--- config.mk ---
export PLATFORM = sky130hd
export DESIGN_NAME = pipe_flow_ctrl
export DESIGN_NICKNAME = d
export VERILOG_FILES = /design/src/rtl/pipe_flow_ctrl.sv
export SDC_FILE = /design/constraint.sdc
export NUM_CORES = 1
export LEC_CHECK = 0
export ABC_AREA = 1
export BUFFER_PORTS_ARGS = -buffer_cell sky130_fd_sc_hd__buf_2
export CAP_MARGIN = 20
export CORE_AREA = 2 2 39 41
export CTS_BUF_LIST = sky130_fd_sc_hd__clkbuf_8
export DETAILED_ROUTE_END_ITERATION = 7
export DIE_AREA = 0 0 41 43
export PLACE_DENSITY_LB_ADDON = 0.12
export SYNTH_ARGS = -nofsm -noshare
export SYNTH_HDL_FRONTEND = slang
export SYNTH_SLANG_ARGS = --single-unit
--- constraint.sdc ---
create_clock -name clk -period 3.8 [get_ports clk]
set_input_delay 0.76 -clock clk [delete_from_list [all_inputs] [get_ports clk]]
set_output_delay 0.76 -clock clk [all_outputs]
set_load 0.005 [all_outputs]
--- src/rtl/pipe_flow_ctrl.sv ---
// -----------------------------------------------------------------------------
// pipe_flow_ctrl
//   Central stall/flush scheduler for the five-stage pipeline. Combines the
//   hazard unit's raw stall requests with the mult/div busy window, and gives
//   exception/interrupt flushes priority over every stall.
//
//   Optional build macro: PIPE_STALL_STATS_EN
//     Adds the saturating stall_cycles / flush_count statistics ports.
// -----------------------------------------------------------------------------
module pipe_flow_ctrl #(
  parameter int MULT_LAT = 5,   // MDU busy cycles after mult/multu
  parameter int DIV_LAT  = 10,  // MDU busy cycles after div/divu
  parameter int CNT_W    = 4    // must hold max(MULT_LAT, DIV_LAT)
) (
  input  logic             clk,
  input  logic             reset,        // asynchronous, active-low
  input  logic             d_hazard,
  input  logic             d_md_use,
  input  logic             e_md_start,
  input  logic             e_md_is_div,
  input  logic             m_exc_req,
  output logic             f_en,
  output logic             fd_en,
  output logic             fd_stall,
  output logic             de_bubble,
  output logic             flush_req,
  output logic             md_busy,
  output logic [CNT_W-1:0] busy_cnt
`ifdef PIPE_STALL_STATS_EN
  ,
  output logic [31:0]      stall_cycles,
  output logic [15:0]      flush_count
`endif
);

  typedef enum logic [1:0] {
    ST_RUN    = 2'd0,  // MDU idle
    ST_MDBUSY = 2'd1,  // busy window running
    ST_EXCQ   = 2'd2   // single cycle after a flush; D holds a bubble
  } state_t;

  state_t           r_state;
  logic [CNT_W-1:0] r_busy_cnt;
  logic [CNT_W-1:0] w_cnt_next;
  logic             w_start;
  logic             w_md_stall;
  logic             w_stall;
  logic             w_flush;

  // A start cancelled by a same-cycle flush never loads the counter.
  assign w_start = e_md_start && !m_exc_req;

  // Next busy count: load on accepted start, otherwise count down to zero.
  always_comb begin
    // NOTE: default assignment first so every path drives w_cnt_next and no latch is inferred.
    w_cnt_next = r_busy_cnt;
    if (w_start)
      w_cnt_next = e_md_is_div ? CNT_W'(DIV_LAT) : CNT_W'(MULT_LAT);
    else if (r_busy_cnt != '0)
      w_cnt_next = r_busy_cnt - 1'b1;
  end

  // Stall/flush resolution; flush wins, and EXCQ suppresses stalls because D is a bubble.
  always_comb begin
    w_flush    = reset && m_exc_req;
    w_md_stall = d_md_use && ((r_busy_cnt != '0) || w_start);
    w_stall    = reset && (d_hazard || w_md_stall) && !m_exc_req
                 && (r_state != ST_EXCQ);
  end

  // Flow-control state and MDU busy counter; an in-flight op keeps counting through a flush.
  always_ff @(posedge clk or negedge reset) begin
    if (!reset) begin
      // NOTE: state registers update with non-blocking assignments so every flop samples pre-edge values.
      r_state    <= ST_RUN;
      r_busy_cnt <= '0;
    end else begin
      r_busy_cnt <= w_cnt_next;
      if (m_exc_req)
        r_state <= ST_EXCQ;
      else if (w_cnt_next != '0)
        r_state <= ST_MDBUSY;
      else
        r_state <= ST_RUN;
    end
  end

  assign fd_stall  = w_stall;
  assign de_bubble = w_stall;
  assign fd_en     = !w_stall;
  assign f_en      = !w_stall || w_flush;  // PC must load the handler address on flush
  assign flush_req = w_flush;
  assign md_busy   = (r_busy_cnt != '0);
  assign busy_cnt  = r_busy_cnt;

  // The hazard rule keeps D from issuing a start while the MDU is still busy.
  assert property (@(posedge clk) disable iff (!reset)
                   !(w_start && (r_busy_cnt != '0)));

`ifdef PIPE_STALL_STATS_EN
  logic [31:0] r_stall_cycles;
  logic [15:0] r_flush_count;

  // Saturating stall-cycle and flush-event counters.
  always_ff @(posedge clk or negedge reset) begin
    if (!reset) begin
      r_stall_cycles <= '0;
      r_flush_count  <= '0;
    end else begin
      if (w_stall && (r_stall_cycles != 32'hFFFF_FFFF))
        r_stall_cycles <= r_stall_cycles + 32'd1;
      if (m_exc_req && (r_flush_count != 16'hFFFF))
        r_flush_count <= r_flush_count + 16'd1;
    end
  end

  assign stall_cycles = r_stall_cycles;
  assign flush_count  = r_flush_count;
`endif

endmodule

Word level (Yosys, flattened, before mapping)
Index checks and enable logic that the tools add are counted.
Cells by class
  equality and inequality tests: 1
  reduce and logical (&&, ||, !) cells: 13
  $add $sub $neg: 1
  mux-type cells: 5
Operators by type and width (number)
  4-bit 2-to-1 mux: 3
  4-bit nonzero test: 2
  1-bit logical AND: 6
  4-bit by 1-bit subtractor with 4-bit output, second input constant: 1
  1-bit logical OR: 3
  1-bit zero test: 2
  2-bit 2-to-1 mux: 1
  2-bit != test, second input constant: 1
  1-bit 2-to-1 mux: 1
Storage, ports and cells
  logic and storage cells: 22
  flip-flop bits (word level): 6
  output and inout bits: 10
  input bits: 7

Longest topological paths before layout
Gate-level depths: netlist (run 1).
  depth in word-level cells: 10
  gate-level depth with buffers: 8

Worst setup path before layout (run 1)
OpenSTA, ideal clock, no wires.
  path type: input to output
  from: input port e_md_start
  to: output port fd_stall
  arrival time: 1.321 ns
  stages: 7
  setup slack: 1.719 ns
  path through: inv_1 > nor2_2 > nor2_2 > inv_1 > a21oi_2 > nor2_2 > buf_4
On the way
  word-level cells in the longest chain between the ends: 7
RTL lines
  from (decl): RTL line 19  | input logic e_md_start,
  1-bit logical AND: RTL line 51  | assign w_start = e_md_start && !m_exc_req;
  1-bit logical OR: RTL line 66  | w_md_stall = d_md_use && ((r_busy_cnt != '0) || w_start);
  1-bit logical AND: RTL line 66
  1-bit logical OR: RTL line 67  | w_stall = reset && (d_hazard || w_md_stall) && !m_exc_req
  1-bit logical AND (2 in a row): RTL line 67
  1-bit logical AND: RTL line 68  | && (r_state != ST_EXCQ);
  to (decl): RTL line 24  | output logic fd_stall,
No other way between the ends.

Final worst setup path (run 1)
  from: register r_busy_cnt[0], in the netlist busy_cnt[0]
  to: output port fd_en
On the way
  word-level cells in the longest chain between the ends: 8
RTL lines
  from (decl): RTL line 43  | logic [CNT_W-1:0] r_busy_cnt;
  from (signal assigned): RTL line 78  | r_busy_cnt <= w_cnt_next;
  4-bit nonzero test: RTL line 66
  1-bit logical OR: RTL line 66
  1-bit logical AND: RTL line 66
  1-bit logical OR: RTL line 67
  1-bit logical AND (2 in a row): RTL line 67
  1-bit logical AND: RTL line 68
  1-bit zero test: RTL line 90  | assign fd_en = !w_stall;
  to (decl): RTL line 23  | output logic fd_en,
No other way between the ends.

==> results.env, run 1 <==
RUN_STATUS='complete, no violations'
PLACE_CONGESTION=0.708
DETAILED_ROUTE_WIRE_LENGTH_PER_CELL_UM=9.23
CTS_TREE='done'
CRITICAL-PATH-SLOWEST-CELL='sky130_fd_sc_hd__dfrtp_1'
HOLD_VIOLATIONS=0
CELLINTERNALPOWER_uW=233
PLACE.DETAILED.HPWL_UM=679
POWER.DENSITY_CELL_AREA_nW_PER_UM2=739
INSERTION_DELAY_NS=0.22
GLOBAL_ROUTE_WIRE_LENGTH_BEFORE_REPAIR_UM=1250
CAP_VIOLATIONS=0
P_SW_uW=165
GRT_PASS1_VIAS=320
CORE.ROWCOUNT=14
REMAINING_DRC_ERRORS=0
TIMING.CRITICAL_PATH.SLOWEST_CELL_DELAY_NS=0.38
CLOCK_PATH_BUFFERS=2
HOLDCRITPATHCLASS='in -> async'
CRITPATHLAUNCH='busy_cnt[0]$_DFF_PN0_'
NUMBER_OF_ITERATIONS_IN_THE_FIRST_DETAILED_ROUTING_PASS=2
FIN_CRIT_SH=0.617
START_KIND='flop'
CRIT_PATH_CELL_TRACE='inv_1, ha_1, nand2_4, nor2_2, inv_1, a21oi_2, nor2_2, inv_1, buf_2'
RSZ0062_AT_GRT='no'
CHIPHEIGHT_UM=43
POST_ROUTE_CELLS_DRIVE_ABOVE_1_SHARE=0.431
CP_MAX_FO=6
FAMILY_WITH_THE_MOST_DELAY_ON_THE_WORST_PATH='flip-flops'
CTS.HTREE.LEVELS=1
YS_SEQ_AREA_FRAC=0.370
VDD_IR_DROP_MAX_V=0.000274
SHARE_COMB_OF_TOTAL_POWER=0.476
GRT_UTIL_ALL_LAYERS=0.108
CTS.REPAIR.RESIZED=0
ANTENNA_VIOLATIONS_BEFORE_REPAIR=0
FINAL_PERIOD_MINUS_WORST_SETUP_SLACK_NS=2.35
CTS.CLK_SLEW.WORST_PATHS_NS=0.03
SYNTHTOLAYOUTAREAGROWTH_PCT=33.0
CRITICALPATHCATEGORY='reg -> out'
LAYOUT_COMMON_CELLS='16 x sky130_fd_sc_hd__buf_2, 13 x sky130_fd_sc_hd__inv_1, 7 x sky130_fd_sc_hd__nand2_1'
FINAL-SETUP-VIOL-COUNT=0
CRITPATHMOSTFREQUENTCELL='sky130_fd_sc_hd__inv_1'
TIGHTEST_SLEW_NS=0.260
DIE_W_UM=41
ANTENNA_VIOLATING_NETS_POST_ROUTE=0
FLOORPLAN.DIE_AREA_UM2=1760
SYNTH.CELL_AREA_UM2=405
PIN_COUNT_OF_THE_BIGGEST_NET_ENTERING_GLOBAL_ROUTING=9
SYN_INST=54
DRT-INITIAL-DRC-COUNT=4
WHS_NS=0.370
POWER_LEAKAGE_uW=0.000308
SW_FRAC_OF_TOTAL=0.415
WORST_CLOCK_SKEW_NS=0.00114
WIRELENGTH_UM=812
YS_WARN_COUNT=0
CP-END-KIND='primary output'
INITIAL_CORE_UTIL=0.293
UTILIZATION_AFTER_LAYOUT=0.390
LAYOUT.NETS=82
CTS-ROOT-BUF='sky130_fd_sc_hd__clkbuf_8'
NUMCTSBUFFERS=3
MAXSLEWVIOLCOUNT=0
PLACEMENT.IO_BUFFERS=16
GRT_OVERFLOW_TOTAL=0
RELSLEWSLACK=0.827
SYN-NUM-NETS=62
CLOCK-SINKS=6
CRITICAL_PATH_REQUIRED_NS=3.04
CLKPWRFRAC=0.234
LAYOUT_COMMONEST_CELL='sky130_fd_sc_hd__buf_2'
AVGVIACOUNTPERCELL=4.41
CRITICAL_PATH_BUF_INV_COUNT=4
MAXCLOCKFREQUENCY_GHz=0.426
SETUP_TNS_NS=0
YS_TYPES=17
SEQ_POWER_SHARE=0.290
FILLER_CELL_COUNT=161
DESIGN.CORE.AREA_UM2=1380
ARRIVAL_NS=1.59
DIODES=0
CTS_SETUP_BUFFERS=0
TIMING.RR.START='busy_cnt[0]$_DFF_PN0_'
DESIGN.PORTCOUNT=17
POST_SYNTHESIS_SEQUENTIAL_ELEMENT_COUNT=6
P_TOTAL_uW=399
SYN_AREA_PER_CELL_UM2=7.51
DETAILROUTE.VIA_COUNT=388
CTS_HOLD_BUFFERS=0
Yosys cell counts:
| library cell | number | share of area |
|---|---|---|
| sky130_fd_sc_hd__nor2_2 | 4 | 0.062 |
| sky130_fd_sc_hd__dfrtp_1 | 6 | 0.37 |
| sky130_fd_sc_hd__nand3_1 | 5 | 0.062 |
| sky130_fd_sc_hd__nor2_1 | 4 | 0.037 |
| sky130_fd_sc_hd__nand2_2 | 2 | 0.031 |
| sky130_fd_sc_hd__ha_1 | 1 | 0.031 |
| sky130_fd_sc_hd__inv_2 | 1 | 0.0093 |
| sky130_fd_sc_hd__nand3_2 | 1 | 0.025 |
| sky130_fd_sc_hd__a21oi_2 | 2 | 0.043 |
| sky130_fd_sc_hd__nand2_1 | 7 | 0.065 |
| sky130_fd_sc_hd__a21oi_1 | 3 | 0.037 |
| sky130_fd_sc_hd__inv_1 | 13 | 0.12 |
| sky130_fd_sc_hd__buf_4 | 1 | 0.019 |
| sky130_fd_sc_hd__nor2_4 | 1 | 0.028 |
| sky130_fd_sc_hd__nand4_1 | 1 | 0.015 |
| sky130_fd_sc_hd__nand2_4 | 1 | 0.028 |
| sky130_fd_sc_hd__o211ai_1 | 1 | 0.019 |
worst register-to-register path, cell delays in order (launching register included):
cell and delay, ns:
sky130_fd_sc_hd__dfrtp_1 0.38, sky130_fd_sc_hd__inv_1 0.12, sky130_fd_sc_hd__ha_1 0.32, sky130_fd_sc_hd__nor2_1 0.08, sky130_fd_sc_hd__nor2_1 0.18, sky130_fd_sc_hd__nand3_1 0.12
sky130_fd_sc_hd__nor2_2 0.10, sky130_fd_sc_hd__a21oi_2 0.05
through the flow:
stage	setup WS [ns]	instance area (um^2)	std cells
after CTS	1.42	539	88
after detailed placement	1.51	498	85
after global placement	1.53	498	85
after global routing	1.29	539	88
final	1.45	539	88
after floorplan	1.72	405	54
cell type report:
type / instances / area, um^2 / share of cell area
Multi-Input combinational cell: 33 / 195 / 0.362
Tap cell: 16 / 20.0 / 0.0371
Clock buffer: 3 / 41.3 / 0.0766
Timing Repair Buffer: 16 / 80.1 / 0.148
Inverter: 14 / 52.6 / 0.0974
Sequential cell: 6 / 150 / 0.278
sequential cells by signal, indices dropped and copies added (netlist names):
signal	flops
busy_cnt	4
r_state	2
cells by family after synthesis:
| kind of cell | synth area share |
|---|---|
| adders and majority gates | 0.0309 |
| buffers and inverters | 0.148 |
| and+or+nand+nor | 0.352 |
| DFF | 0.370 |
| AOI/OAI and AO/OA | 0.0988 |
power groups by stage:
| stage | registers [uW] | clock network (uW) | logic (uW) |
|---|---|---|---|
| 2_1_floorplan | 116 | 0 | 134 |
| 3_3_place_gp | 117 | 0 | 191 |
| 3_5_place_dp | 117 | 0 | 191 |
| 4_1_cts | 116 | 95.5 | 192 |
| 5_1_grt | 120 | 100 | 214 |
| 6_report | 116 | 93.2 | 190 |
path summary, 6_finish.rpt:
check                                        end  slack, ns  depth (start not counted)
max                                        fd_en       1.45                          9
min in group clk           busy_cnt[0]$_DFF_PN0_       0.60                          3
max in group asynchronous   r_state[1]$_DFF_PN0_       3.27                          1
min reg2reg                busy_cnt[0]$_DFF_PN0_       0.60                          3
max reg2reg                 r_state[0]$_DFF_PN0_       2.34                          7
min                        busy_cnt[0]$_DFF_PN0_       0.37                          1
metal layers:
metal	up-vias	track usage	routed length, um
met1	178	0.143	379
met2	8	0.141	379
met3	2	0.0314	36
met4	0	0.0800	17
li1	200	-	-
met5	-	0	0
(Power assumes the default switching activity.)
==> run 2, diff against run 1 <==
Clock period 3.8 ns to 2.25 ns, I/O delays scaled along.
==> run 2 against run 1 <==
Against the previous run: final cell count did not move; sequential power up 68%; power rose by 69%; wire length is 2.0% higher; core utilization unchanged; sequential share of layout area unchanged; register-to-register slack lost 1.5 ns; combinational power up 67%; first-iteration DRC count down 50%; setup slack lost 1.3 ns; critical endpoint is now f_en; highest routed layer unchanged.
==> results.env, run 2 (same netlist as run 1, synthesis figures left out) <==
TIMING.CRITICAL_PATH.SLOWEST_CELL_DELAY_NS=0.37
SYNTHTOLAYOUTAREAGROWTH_PCT=33.0
FLOORPLAN.DIE_AREA_UM2=1760
FINAL_PERIOD_MINUS_WORST_SETUP_SLACK_NS=2.05
PIN_COUNT_OF_THE_BIGGEST_NET_ENTERING_GLOBAL_ROUTING=9
CRITICALPATHCATEGORY='reg -> out'
RSZ0062_AT_GRT='no'
CORE.ROWCOUNT=14
FINAL_AREA_UM2=539
GRT_OVERFLOW_TOTAL=0
GRT_UTIL_ALL_LAYERS=0.110
NUMCTSBUFFERS=3
PRE_CTS_WS_NS=0.417
POWER.DENSITY_CELL_AREA_nW_PER_UM2=1250
LAYOUT_COMMONEST_CELL='sky130_fd_sc_hd__buf_2'
WORST_CLOCK_SKEW_NS=0.00138
REMAINING_DRC_ERRORS=0
CLOCK_PATH_BUFFERS=2
ARRIVAL_NS=1.60
FINALWORSTSETUPSLACK_NS=0.198
DESIGN.CORE.AREA_UM2=1380
CAP_VIOLATIONS=0
CRIT_PATH_CELL_TRACE='inv_1, ha_1, nand2_4, nor2_2, inv_1, a21oi_2, nor2_2, inv_1, buf_2'
TIMING.RR.START='busy_cnt[0]$_DFF_PN0_'
DIE_W_UM=41
INSERTION_DELAY_NS=0.22
DESIGN.PORTCOUNT=17
CTS.REPAIR.RESIZED=0
LAYOUT_COMMON_CELLS='16 x sky130_fd_sc_hd__buf_2, 13 x sky130_fd_sc_hd__inv_1, 7 x sky130_fd_sc_hd__nand2_1'
DETAILED_ROUTE_WIRE_LENGTH_PER_CELL_UM=9.41
TIGHTEST_SLEW_NS=0.263
GLOBAL_ROUTE_WIRE_LENGTH_BEFORE_REPAIR_UM=1290
HOLDCRITPATHCLASS='in -> async'
SETUP_TNS_NS=0
CRITPATHMOSTFREQUENTCELL='sky130_fd_sc_hd__inv_1'
DETAILROUTE.VIA_COUNT=370
PLACEMENT.IO_BUFFERS=16
VDD_IR_DROP_MAX_V=0.000384
CHIPHEIGHT_UM=43
UTILIZATION_AFTER_LAYOUT=0.390
CTS_HOLD_BUFFERS=0
CTS.CLK_SLEW.WORST_PATHS_NS=0.04
RELSLEWSLACK=0.825
CTS_TREE='done'
CP_MAX_FO=6
CLOCK-SINKS=6
CRITPATHLAUNCH='busy_cnt[0]$_DFF_PN0_'
CP-END-KIND='primary output'
AVGVIACOUNTPERCELL=4.20
LARGEST_REG_FLOPS=4
FINAL-SETUP-VIOL-COUNT=0
RUN_STATUS='complete, no violations'
CTS_SETUP_BUFFERS=0
ANTENNA_VIOLATING_NETS_POST_ROUTE=0
CTS.HTREE.LEVELS=1
INITIAL_CORE_UTIL=0.293
HOLD_VIOLATIONS=0
PLACE.DETAILED.HPWL_UM=680
NUMBER_OF_ITERATIONS_IN_THE_FIRST_DETAILED_ROUTING_PASS=2
MAXCLOCKFREQUENCY_GHz=0.487
GRT_PASS1_VIAS=335
PLACE_CONGESTION=0.693
LAYOUT.NETS=82
CRITICAL_PATH_REQUIRED_NS=1.80
WHS_NS=0.0605
POWER_LEAKAGE_uW=0.000308
ANTENNA_VIOLATIONS_BEFORE_REPAIR=0
MAXSLEWVIOLCOUNT=0
PLACED_CELL_AREA_UM2=498
CTS-ROOT-BUF='sky130_fd_sc_hd__clkbuf_8'
WIRELENGTH_UM=828
CRITICAL-PATH-SLOWEST-CELL='sky130_fd_sc_hd__dfrtp_1'
START_KIND='flop'
POST_ROUTE_CELLS_DRIVE_ABOVE_1_SHARE=0.431
FIN_CRIT_SH=0.912
DIODES=0
DRT-INITIAL-DRC-COUNT=2
[run 2: report_power, final]
group | internal (uW) | switching [uW] | total, uW
Sequential | 150 | 44.3 | 195
Combinational | 129 | 190 | 318
Clock | 115 | 44.7 | 159
Total | 394 | 279 | 673
[run 2: final cells by class]
cell class	instances	area, um^2
Clock buffer	3	41.3
Fill cell	158	845
Inverter	14	52.6
Multi-Input combinational cell	33	195
Sequential cell	6	150
Tap cell	16	20.0
Timing Repair Buffer	16	80.1
[run 2: per-layer routing]
metal	track usage	wire, um	vias up
met2	0.156	398	7
li1	-	-	201
met5	0	0	-
met1	0.135	380	160
met4	0.100	17	0
met3	0.0157	31	2
[run 2: worst max-delay path, delay by kind of cell (launching register included)]
family,cells,cell delay (ns)
buffers and inverters,4,0.33
AOI/OAI and AO/OA,1,0.13
adders and majority gates,1,0.32
and+or+nand+nor,3,0.23
DFF,1,0.37
[run 2: worst paths after layout]
check / to / slack, ns / cells after the start
max in group asynchronous: busy_cnt[1]$_DFF_PN0_ / 2.03 / 1
worst max register to register: r_state[0]$_DFF_PN0_ / 0.79 / 7
worst min register to register: busy_cnt[0]$_DFF_PN0_ / 0.59 / 3
worst max-delay path: f_en / 0.20 / 9
min in group clk: r_state[1]$_DFF_PN0_ / 0.42 / 1
worst min-delay path: busy_cnt[3]$_DFF_PN0_ / 0.06 / 1
[run 2: stage by stage]
step	cells	total power, uW
floorplan	54	422
global placement	85	518
detailed placement	85	517
CTS	88	681
global route	88	739
finish	88	673
==> run 3, diff against run 2 <==
Settings changed: ABC_AREA 1 to default, HOLD_SLACK_MARGIN from default to 0.08.
==> run 3 against run 2 <==
Against the previous run: wire length grew 4.3%; design area grew 0.70%; combinational power shrank 14%; synthesized cell count shrank 24%; sequential power grew 8%; core utilization grew 0.27 points; synthesized area shrank 5.6%; global-route usage grew 0.86 points; hold slack gained 0.35 ns; sequential cell count is the same; largest power group unchanged; highest routed layer unchanged; non-clock buffer count grew 2; final cell count shrank 13%.
==> results.env, run 3 <==
REGISTER_AREA_UM2=150
DETAILED_ROUTE_WIRE_LENGTH_PER_CELL_UM=11.2
SYNTHESIZED_AREA_FRACTION_OCCUPIED_BY_AO_OA_AOI_AND_OAI_CELLS=0.206
LAYOUT_COMMONEST_CELL='sky130_fd_sc_hd__buf_2'
TOTAL_AREA_OF_MULTI_INPUT_COMBINATIONAL_CELLS_UM2=215
NUMBER_OF_ITERATIONS_IN_THE_FIRST_DETAILED_ROUTING_PASS=4
STDCELL_COUNT=77
SYNTH-SIMPLE-AREA-SHARE=0.212
PLACE.DETAILED.HPWL_UM=676
SETUP_TNS_NS=0
VDD_IR_DROP_MAX_V=0.000510
YS_SEQ_AREA_FRAC=0.392
WIRELENGTH_UM=864
SYN_AREA_PER_CELL_UM2=9.34
MAXSLEWVIOLCOUNT=0
SYNTH_TOP_CELLS_BY_COUNT='6 x sky130_fd_sc_hd__dfrtp_1, 4 x sky130_fd_sc_hd__inv_1, 3 x sky130_fd_sc_hd__nand2_1, 3 x sky130_fd_sc_hd__nor2_1'
SYNTH_FA_HA_AREA_FRAC=0.0327
CAP_VIOLATIONS=0
CORE.ROWCOUNT=14
FLOORPLAN.DIE_AREA_UM2=1760
START_KIND='flop'
GRT_UTIL_ALL_LAYERS=0.119
CLOCK-SINKS=6
CP-END-KIND='primary output'
SYNTH_FLOP_CELL='sky130_fd_sc_hd__dfrtp_1'
CP_MAX_FO=6
ROUTED-WL-MET2_UM=390
YS_WARN_COUNT=0
LAYOUT_COMMON_CELLS='16 x sky130_fd_sc_hd__buf_2, 6 x sky130_fd_sc_hd__dfrtp_1, 4 x sky130_fd_sc_hd__inv_1'
CRIT-REG2REG-CAPTURE='r_state[0]$_DFF_PN0_'
R2R_SLACK_NS=0.60
ANTENNA_VIOLATIONS_BEFORE_REPAIR=0
POWER_LEAKAGE_uW=0.000260
GRT_OVERFLOW_TOTAL=0
FINAL-SETUP-VIOL-COUNT=0
DESIGN.CORE.AREA_UM2=1380
GLOBAL_ROUTE_WIRE_LENGTH_BEFORE_REPAIR_UM=1410
UTILIZATION_AFTER_LAYOUT=0.392
MAXCLOCKFREQUENCY_GHz=0.474
CRITICAL-PATH-SLOWEST-CELL='sky130_fd_sc_hd__dfrtp_1'
INITIAL_CORE_UTIL=0.277
CRIT_PATH_CELL_TRACE='inv_1, ha_2, nor3b_4, a21boi_1, o2111a_1, buf_2'
SYNTHTOLAYOUTAREAGROWTH_PCT=41.8
POST_ROUTE_CELLS_DRIVE_ABOVE_1_SHARE=0.426
INSERTION_DELAY_NS=0.22
YS_ASYNC_SR_FRACTION=1.00
RSZ0062_AT_GRT='no'
SYNTH_EDF_COUNT=0
TIGHTEST_SLEW_NS=0.279
HOLD_END='r_state[1]$_DFF_PN0_'
SYN-NUM-NETS=49
CTS.CLK_SLEW.WORST_PATHS_NS=0.04
WHS_NS=0.406
PLACE_CONGESTION=0.724
MAXUSEDROUTINGLAYER='met4'
SYNTH_XOR_AREA_FRAC=0.0229
TIMING.CRITICAL_PATH.SLOWEST_CELL_DELAY_NS=0.42
FAMILY_WITH_THE_MOST_DELAY_ON_THE_WORST_PATH='flip-flops'
PLACEMENT.IO_BUFFERS=16
HOLD_VIOLATIONS=0
SYNTH_LARGEST_AREA_CELL='sky130_fd_sc_hd__dfrtp_1'
LAYOUT.NETS=71
NUMCTSBUFFERS=3
DIE_W_UM=41
HOLDCRITPATHCLASS='in -> reg'
DR_WL_MET3_UM=61
RUN_STATUS='complete, no violations'
CTS_TREE='done'
CTS.HTREE.LEVELS=1
AVGVIACOUNTPERCELL=4.82
SYN_INST=41
ARRIVAL_NS=1.66
DRT-INITIAL-DRC-COUNT=6
CRITICAL_PATH_REQUIRED_NS=1.80
ANTENNA_VIOLATING_NETS_POST_ROUTE=0
DESIGN.PORTCOUNT=17
FILLER_CELL_COUNT=152
ROUTE.LAYER.MET1.WL_UM=392
NETLIST.AREA_LEADER.SHARE=0.392
HOLD_PATH_STARTPOINT='m_exc_req'
YS_TYPES=25
TIMING.RR.START='busy_cnt[0]$_DFF_PN0_'
WORST_CLOCK_SKEW_NS=0.00101
SYNTHMOSTINSTANTIATEDCELL='sky130_fd_sc_hd__dfrtp_1'
CRITICAL_PATH_BUF_INV_COUNT=2
POST_SYNTHESIS_SEQUENTIAL_ELEMENT_COUNT=6
POWER.DENSITY_CELL_AREA_nW_PER_UM2=1190
R2R.WORST_PATH.CELLS=7
PIN_COUNT_OF_THE_BIGGEST_NET_ENTERING_GLOBAL_ROUTING=11
CRITICALPATHCATEGORY='reg -> out'
SYNTH.CELL_AREA_UM2=383
CHIPHEIGHT_UM=43
YS_TOP_CELLS_BY_AREA='sky130_fd_sc_hd__dfrtp_1 39%, sky130_fd_sc_hd__o2111ai_1 4.6%, sky130_fd_sc_hd__a21boi_0 3.9%, sky130_fd_sc_hd__inv_1 3.9%, sky130_fd_sc_hd__mux2_4 3.9%'
DIODES=0
DETAILROUTE.VIA_COUNT=371
CLOCK_PATH_BUFFERS=2
FINAL_PERIOD_MINUS_WORST_SETUP_SLACK_NS=2.11
LARGEST_REG_FLOPS=4
YOSYS-MUX-AREA-FRACTION=0.0654
POST-PLACE-CELLS=72
CTS-ROOT-BUF='sky130_fd_sc_hd__clkbuf_8'
REMAINING_DRC_ERRORS=0
RELSLEWSLACK=0.814
GRT_PASS1_VIAS=343
FIN_CRIT_SH=0.937
WORST_HOLD_PATH.NUM_CELLS=1
SYNTH_TOP_FAMILY_BY_AREA='simple AND/OR/NAND/NOR gates'
## run 3: cell types whose count changed in the layout (fill, tap and decap cells not counted), moves of 2 or more
cell | previous run | this run
sky130_fd_sc_hd__nand3_1 | 5 | 0
sky130_fd_sc_hd__o2111ai_1 | 0 | 2
sky130_fd_sc_hd__a21oi_2 | 2 | 0
sky130_fd_sc_hd__nor2_2 | 4 | 0
sky130_fd_sc_hd__nand2b_1 | 0 | 2
sky130_fd_sc_hd__nand2_1 | 7 | 3
sky130_fd_sc_hd__nand2_2 | 2 | 0
sky130_fd_sc_hd__inv_1 | 13 | 4
## run 3: logic make-up (layout without fill, tap and decap cells)
logic type | count (synthesis) | count (layout)
buffers and inverters | 6 | 26
multiplexers | 2 | 2
XOR/XNOR | 1 | 1
AO/OA/AOI/OAI | 11 | 11
AND/OR/NAND/NOR | 14 | 14
flip-flops | 6 | 6
adder cells (fa/ha/maj) | 1 | 1
## run 3: metrics by stage
| stage | cell area (um^2) | setup WS (ns) | power, uW |
|---|---|---|---|
| after detailed placement | 475 | 0.212 | 461 |
| final | 543 | 0.142 | 647 |
| after global routing | 543 | 0.0208 | 701 |
| after CTS | 536 | 0.0205 | 646 |
| after global placement | 475 | 0.240 | 461 |
| after floorplan | 383 | 0.302 | 372 |
## run 3: worst max-delay path by stage
stage | start | to | slack, ns | cells past startpoint
floorplan | busy_cnt[0]$_DFF_PN0_ | fd_stall | 0.30 | 6
global placement | busy_cnt[0]$_DFF_PN0_ | fd_stall | 0.24 | 6
detailed placement | busy_cnt[0]$_DFF_PN0_ | de_bubble | 0.21 | 6
CTS | busy_cnt[0]$_DFF_PN0_ | de_bubble | 0.02 | 6
global route | busy_cnt[0]$_DFF_PN0_ | de_bubble | 0.02 | 6
finish | busy_cnt[0]$_DFF_PN0_ | de_bubble | 0.14 | 6
## run 3: report_power, final
group          switching [uW]  internal, uW  total (uW)
logic                     119           155         275
registers                62.2           147         210
clock network            47.8           115         163
total                     229           418         647
## run 3: routing by layer
layer	up-vias	global-route usage
met2	9	0.166
met1	174	0.163
met4	0	0.0600
li1	185	-
met5	-	0
met3	3	0.0314
## run 3: cell type report
| cell class | count | share of cell area |
|---|---|---|
| Sequential cell | 6 | 0.276 |
| Inverter | 5 | 0.0346 |
| Timing Repair Buffer | 18 | 0.180 |
| Multi-Input combinational cell | 29 | 0.396 |
| Tap cell | 16 | 0.0369 |
| Clock buffer | 3 | 0.0760 |
## run 3: repair_timing
item,CTS,global route
resized for setup,2,1
setup endpoints to repair,2,4
buffers inserted,0,1
hold endpoints to repair,6,0
hold buffers,1,0
